File: config.mk
export PLATFORM = sky130hd
export DESIGN_NAME = gcd_engine_flat
export DESIGN_NICKNAME = d
export VERILOG_FILES = /design/src/rtl/gcd_pkg.sv /design/src/rtl/gcd_engine_if.sv /design/src/rtl/gcd_datapath.sv /design/src/rtl/gcd_engine.sv /design/src/flat_wrapper.sv
export SDC_FILE = /design/constraint.sdc
export NUM_CORES = 1
export LEC_CHECK = 0
export BUFFER_PORTS_ARGS = -buffer_cell sky130_fd_sc_hd__buf_2
export CAP_MARGIN = 5
export CORE_ASPECT_RATIO = 0.5
export CORE_MARGIN = 8
export CORE_UTILIZATION = 35
export DETAILED_ROUTE_END_ITERATION = 8
export HOLD_SLACK_MARGIN = 0.05
export PLACE_DENSITY = 0.51
export SETUP_SLACK_MARGIN = 0.1
export SYNTH_ARGS = -nofsm -noshare
export SYNTH_HDL_FRONTEND = slang
export SYNTH_SLANG_ARGS = --single-unit
File: constraint.sdc
create_clock -name clk -period 3.6 [get_ports clk]
set_input_delay 0.18 -clock clk [delete_from_list [all_inputs] [get_ports clk]]
set_output_delay 0.18 -clock clk [all_outputs]
set_load 0.02 [all_outputs]
File: src/rtl/gcd_pkg.sv
// Shared definitions for the GCD engine: operand width and controller state encoding.
package gcd_pkg;

    localparam int WIDTH = 8;

    typedef enum logic [1:0] {
        IDLE = 2'd0,
        CALC = 2'd1,
        DONE = 2'd2
    } state_t;

endpackage

File: src/rtl/gcd_engine_if.sv
// Host-side request/response bundle for the GCD engine.
interface gcd_engine_if #(
    parameter int W = gcd_pkg::WIDTH
);

    logic         start;
    logic [W-1:0] A;
    logic [W-1:0] B;
    logic [W-1:0] result;
    logic         done;
    logic         busy;

    modport master (output start, A, B, input result, done, busy);
    modport slave  (input start, A, B, output result, done, busy);

endinterface

File: src/rtl/gcd_datapath.sv
// Operand/result registers plus the comparator and subtractor used by the GCD controller.
module gcd_datapath
    import gcd_pkg::*;
#(
    parameter int W = WIDTH
) (
    input  logic         clk,
    input  logic         rst_n,
    input  logic         i_load,
    input  logic         i_sub_x,
    input  logic         i_sub_y,
    input  logic         i_latch_res,
    input  logic [W-1:0] i_a,
    input  logic [W-1:0] i_b,
    output logic [W-1:0] o_result,
    output logic         o_x_gt_y,
    output logic         o_x_eq_y,
    output logic         o_x_zero,
    output logic         o_y_zero
);

    logic [W-1:0] r_x;
    logic [W-1:0] r_y;
    logic [W-1:0] r_result;

    // NOTE: state registers use non-blocking assignments so every register samples pre-edge values.
    always_ff @(posedge clk or negedge rst_n) begin
        if (!rst_n) begin
            r_x      <= '0;
            r_y      <= '0;
            r_result <= '0;
        end else begin
            if (i_load) begin
                r_x <= i_a;
                r_y <= i_b;
            end else begin
                if (i_sub_x) r_x <= r_x - r_y;
                if (i_sub_y) r_y <= r_y - r_x;
            end
            // With x zero the answer is y; otherwise x covers both y==0 and x==y.
            if (i_latch_res) r_result <= o_x_zero ? r_y : r_x;
        end
    end

    assign o_x_gt_y = (r_x > r_y);
    assign o_x_eq_y = (r_x == r_y);
    assign o_x_zero = (r_x == '0);
    assign o_y_zero = (r_y == '0);
    assign o_result = r_result;

endmodule

File: src/rtl/gcd_engine.sv
// GCD engine top: IDLE/CALC/DONE controller steering the subtract-and-compare datapath.
module gcd_engine
    import gcd_pkg::*;
(
    input  logic         clk,
    input  logic         rst_n,
    gcd_engine_if.slave  bus
);

    state_t r_state;
    state_t w_next;
    logic   r_done;
    logic   r_busy;
    logic   w_load;
    logic   w_sub_x;
    logic   w_sub_y;
    logic   w_latch_res;
    logic   w_x_gt_y;
    logic   w_x_eq_y;
    logic   w_x_zero;
    logic   w_y_zero;

    gcd_datapath #(.W(WIDTH)) u_datapath (
        .clk         (clk),
        .rst_n       (rst_n),
        .i_load      (w_load),
        .i_sub_x     (w_sub_x),
        .i_sub_y     (w_sub_y),
        .i_latch_res (w_latch_res),
        .i_a         (bus.A),
        .i_b         (bus.B),
        .o_result    (bus.result),
        .o_x_gt_y    (w_x_gt_y),
        .o_x_eq_y    (w_x_eq_y),
        .o_x_zero    (w_x_zero),
        .o_y_zero    (w_y_zero)
    );

    // NOTE: every combinational output gets a default first so no path can infer a latch.
    always_comb begin
        w_next      = r_state;
        w_load      = 1'b0;
        w_sub_x     = 1'b0;
        w_sub_y     = 1'b0;
        w_latch_res = 1'b0;
        case (r_state)
            IDLE: begin
                if (bus.start) begin
                    w_load = 1'b1;
                    w_next = CALC;
                end
            end
            CALC: begin
                if (w_x_zero || w_y_zero || w_x_eq_y) begin
                    w_latch_res = 1'b1;
                    w_next      = DONE;
                end else if (w_x_gt_y) begin
                    w_sub_x = 1'b1;
                end else begin
                    w_sub_y = 1'b1;
                end
            end
            DONE:    w_next = IDLE;
            default: w_next = IDLE;
        endcase
    end

    // done/busy are registered from the next state so they align exactly with r_state.
    always_ff @(posedge clk or negedge rst_n) begin
        if (!rst_n) begin
            r_state <= IDLE;
            r_done  <= 1'b0;
            r_busy  <= 1'b0;
        end else begin
            r_state <= w_next;
            r_done  <= (w_next == DONE);
            r_busy  <= (w_next != IDLE);
        end
    end

    assign bus.done = r_done;
    assign bus.busy = r_busy;

endmodule

File: src/flat_wrapper.sv
// flat-port wrapper written by rule: the top's interface ports become plain ports
module gcd_engine_flat import gcd_pkg::*;
  (clk, rst_n, bus_start, bus_A, bus_B, bus_result, bus_done, bus_busy);
  gcd_engine_if bus_i ();
  input  logic clk;
  input  logic rst_n;
  input wire logic [$bits(bus_i.start)-1:0] bus_start;
  input wire logic [$bits(bus_i.A)-1:0] bus_A;
  input wire logic [$bits(bus_i.B)-1:0] bus_B;
  output wire logic [$bits(bus_i.result)-1:0] bus_result;
  output wire logic [$bits(bus_i.done)-1:0] bus_done;
  output wire logic [$bits(bus_i.busy)-1:0] bus_busy;
  assign bus_i.start = bus_start;
  assign bus_i.A = bus_A;
  assign bus_i.B = bus_B;
  assign bus_result = bus_i.result;
  assign bus_done = bus_i.done;
  assign bus_busy = bus_i.busy;
  gcd_engine u_core (.clk(clk), .rst_n(rst_n), .bus(bus_i));
endmodule
==> impl_metrics.py <==
metrics = {
    "worst_setup_path": {
        "timing.critical_path.slowest_stage_cell": "sky130_fd_sc_hd__dfrtp_1",
        "timing.critical_path.buf_inv": 1,
        "slowest_delay_ps": 490,
        "worst_path_dominant_cell_family": "simple AND/OR/NAND/NOR gates",
        "startpoint_type": "flip-flop",
        "cp_data_required_time_ps": 3780,
        "crit_end_category": "flip-flop",
        "critical_path_class": "reg -> reg",
        "critPathArrivalTime_ps": 2870,
        "largest_fanout_on_the_critical_path": 9,
        "cell_by_cell_listing_of_the_critical_path": "inv_1 > ha_1 > and3_4 > and3_4 > or4_4 > or2_1 > mux2i_1 > o21ai_1",
        "cp_common_cell": "sky130_fd_sc_hd__and3_4",
    },
    "power": {
        "share_clk_of_total_power_pct": 44.1,
        "sequential_group_share_of_total_power_pct": 53.0,
        "power_switching_mw": 0.1215,
        "int_power_mw": 0.4712,
        "design_power_total_mw": 0.5927,
        "ir_worst_vdd_v": 0.0001358,
        "share_comb_of_total_power_pct": 2.8,
        "power_density_mw_per_mm2": 268.9,
        "cellLeakagePower_nw": 1.067,
        "switching_share_of_power_pct": 20.50,
    },
    "drt": {
        "wirelength_um": 4970,
        "residual_drc": 0,
        "antenna_left": 0,
        "firstDrtPassIters": 4,
        "routedWlPerCell_um": 15.88,
        "drt-initial-drc-count": 103,
        "detail_route.vias_per_cell": 5.051,
        "route.vias.total": 1581,
    },
    "logic_synthesis": {
        "postSynthRegisterBits": 28,
        "ys_warn_count": 0,
        "synth_area_mm2": 0.001954,
        "count_of_cell_types_in_the_netlist": 44,
        "synth.largest_area_cell": "sky130_fd_sc_hd__dfrtp_1",
        "synth.avg_cell_area_um2": 9.048,
        "synthDominantCellAreaShare_pct": 35.85,
        "postSynthNetCount": 252,
        "synthTopCellsByArea": "sky130_fd_sc_hd__dfrtp_1 36%, sky130_fd_sc_hd__ha_1 9.6%, sky130_fd_sc_hd__a21oi_1 5.6%",
        "synthesized_netlist_cell_count": 216,
        "synth-seq-area-share_pct": 35.85,
    },
    "timing": {
        "fmaxAchievable_ghz": 0.3713,
        "report.final.slew_viol_count": 0,
        "layout_worst_path_cycle_share_pct": 74.81,
        "setup_viol": 0,
        "relSlewSlack_pct": 55.37,
        "final-hold-violation-count": 0,
        "rsz0062_at_grt": "false",
        "final.hold.worst_slack_ps": 85.60,
        "worstMarginPinSlew_ps": 669.5,
        "setup_total_negative_slack_ps": 0,
        "min_period_ps": 2693,
        "finalClockSkew_ps": 9.755,
    },
    "placed_design": {
        "port_buffers": 28,
        "detailedPlacementHpwl_um": 3765,
        "gp_routability_congestion": 0.8494,
        "placed_cells": 308,
    },
    "clocking": {
        "max-clock-path-buffers": 2,
        "clock_slew_seen_by_the_registers_of_the_worst_setup_and_hold_paths_ps": 110,
        "ctsRootBufferMaster": "sky130_fd_sc_hd__clkbuf_8",
        "cts_hold_buffers": 1,
        "postCtsSetupBuffers": 0,
        "ctsResizeCount": 0,
        "cts_tree": "yes",
        "htree_num_levels": 1,
        "cts_inserted_buffers": 3,
        "clock_sink_count": 28,
        "clock_insertion_delay_worst_skew_ps": 290,
    },
    "cells_and_area": {
        "fill_cells": 575,
        "number_of_standard_cells_in_the_final_layout_excluding_fillers": 313,
        "finalCoreUtilization_pct": 40.50,
        "areaGrowthSynthToFinish_pct": 12.80,
        "design.final.nets": 277,
        "fraction_of_final_layout_cells_sized_beyond_drive_strength_1_pct": 17.92,
        "layout_common_cells": "28 x sky130_fd_sc_hd__buf_2, 28 x sky130_fd_sc_hd__dfrtp_1, 22 x sky130_fd_sc_hd__a21oi_1",
        "antenna_cells_inserted": 0,
    },
    "global_route": {
        "first_global_vias": 1568,
        "grt_max_degree": 29,
        "global_route.overflow_total": 0,
        "wire_length_of_the_first_global_routing_pass_um": 8038,
        "number_of_antenna_violations_at_the_first_check_in_global_routing": 0,
        "groute.usage.overall_pct": 12.37,
    },
    "floorplanning": {
        "die_area_mm2": 0.008376,
        "pin_count": 29,
        "std_cell_rows": 19,
        "coreArea_mm2": 0.005444,
        "die-height_um": 68.84,
        "initial_utilization_pct": 35.90,
        "fp.dieW_um": 121.7,
    },
    "hold_path": {
        "min-delay-path-class": "in -> reg",
    },
    "flow_run": {
        "cap_violations": 0,
    },
    "status": {
        "status": "finished clean",
    },
}
-- layout make-up --
class                           instances  area, µm²  area share [%]
Sequential cell                        28      700.7           31.78
Inverter                               15      56.30           2.554
Clock inverter                          1      30.03           1.362
Timing Repair Buffer                   31      165.2           7.491
Clock buffer                            3      41.29           1.873
Tap cell                               73      91.34           4.143
Multi-Input combinational cell        162       1120           50.79
-- worst paths after layout --
path	slack (ps)	startpoint	to	depth (start not counted)
min	90	bus_B[5]	u_core.u_datapath.r_y[5]	3
max in group asynchronous	2710	rst_n	u_core.r_state[1]	2
min reg2reg	450	u_core.r_state[1]	u_core.bus.busy	1
max	910	u_core.u_datapath.r_x[5]	u_core.u_datapath.r_x[4]	8
max reg2reg	910	u_core.u_datapath.r_x[5]	u_core.u_datapath.r_x[4]	8
min in group asynchronous	440	rst_n	u_core.u_datapath.r_y[6]	2
-- logic make-up after synthesis --
family | share of synthesized area, %
XOR/XNOR | 4.929
flip-flops | 35.85
AO/OA/AOI/OAI | 17.48
buffers and inverters | 6.850
adder cells (fa/ha/maj) | 11.65
multiplexers | 5.250
AND/OR/NAND/NOR | 17.99
-- flip-flops by register name (all words and copies together), names as in the netlist --
register	count
u_core.r_state	2
u_core.u_datapath.r_y	8
u_core.bus.busy	1
u_core.bus.done	1
u_core.u_datapath.r_x	8
u_core.u_datapath.o_result	8
-- cell usage after synthesis, drive strengths merged --
cell,instances
nand3,10
xor2,6
and3,3
o21a,2
nand2,17
buf,7
a211oi,2
mux2i,8
inv,15
a221oi,1
nor2b,1
o211ai,1
clkbuf,4
nor3,2
xnor2,5
mux2,2
o31a,1
or3,1
o21bai,2
o21ai,17
a211o,1
nor2,20
a21oi,22
ha,15
fa,2
and4,2
a21o,3
and2,1
or2,2
nand2b,3
a311oi,2
dfrtp,28
a31oi,1
or4,5
o22ai,1
a2bb2oi,1
-- worst min-delay path: stages --
cell and delay [ps]:
sky130_fd_sc_hd__buf_2 70, sky130_fd_sc_hd__nand2_1 40, sky130_fd_sc_hd__o21ai_1 60
-- layer usage --
metal	part of all wire [%]	vias to the layer above	global-route usage [%]	wire length, µm
met3	7.2	5	3.331	359
li1	-	797	-	-
met5	0	-	0	0
met4	0.70	0	2.892	35
met2	42	44	19.24	2099
met1	50	735	16.92	2476
-- power groups by stage --
stage / Clock, mW / Sequential [mW] / Combinational [mW]
3_3_place_gp: 0 / 0.320 / 0.0164
2_1_floorplan: 0 / 0.321 / 0.000217
6_report: 0.262 / 0.314 / 0.0169
5_1_grt: 0.284 / 0.314 / 0.0197
4_1_cts: 0.271 / 0.314 / 0.0177
3_5_place_dp: 0 / 0.320 / 0.0168
-- through the flow --
stage / area, µm² / setup WS (ps)
2_1_floorplan: 1954 / 1092
3_3_place_gp: 2123 / 905.7
3_5_place_dp: 2123 / 914.3
4_1_cts: 2205 / 899.6
5_1_grt: 2205 / 728.2
6_report: 2205 / 906.7
Power figures use the tool's default switching activity.
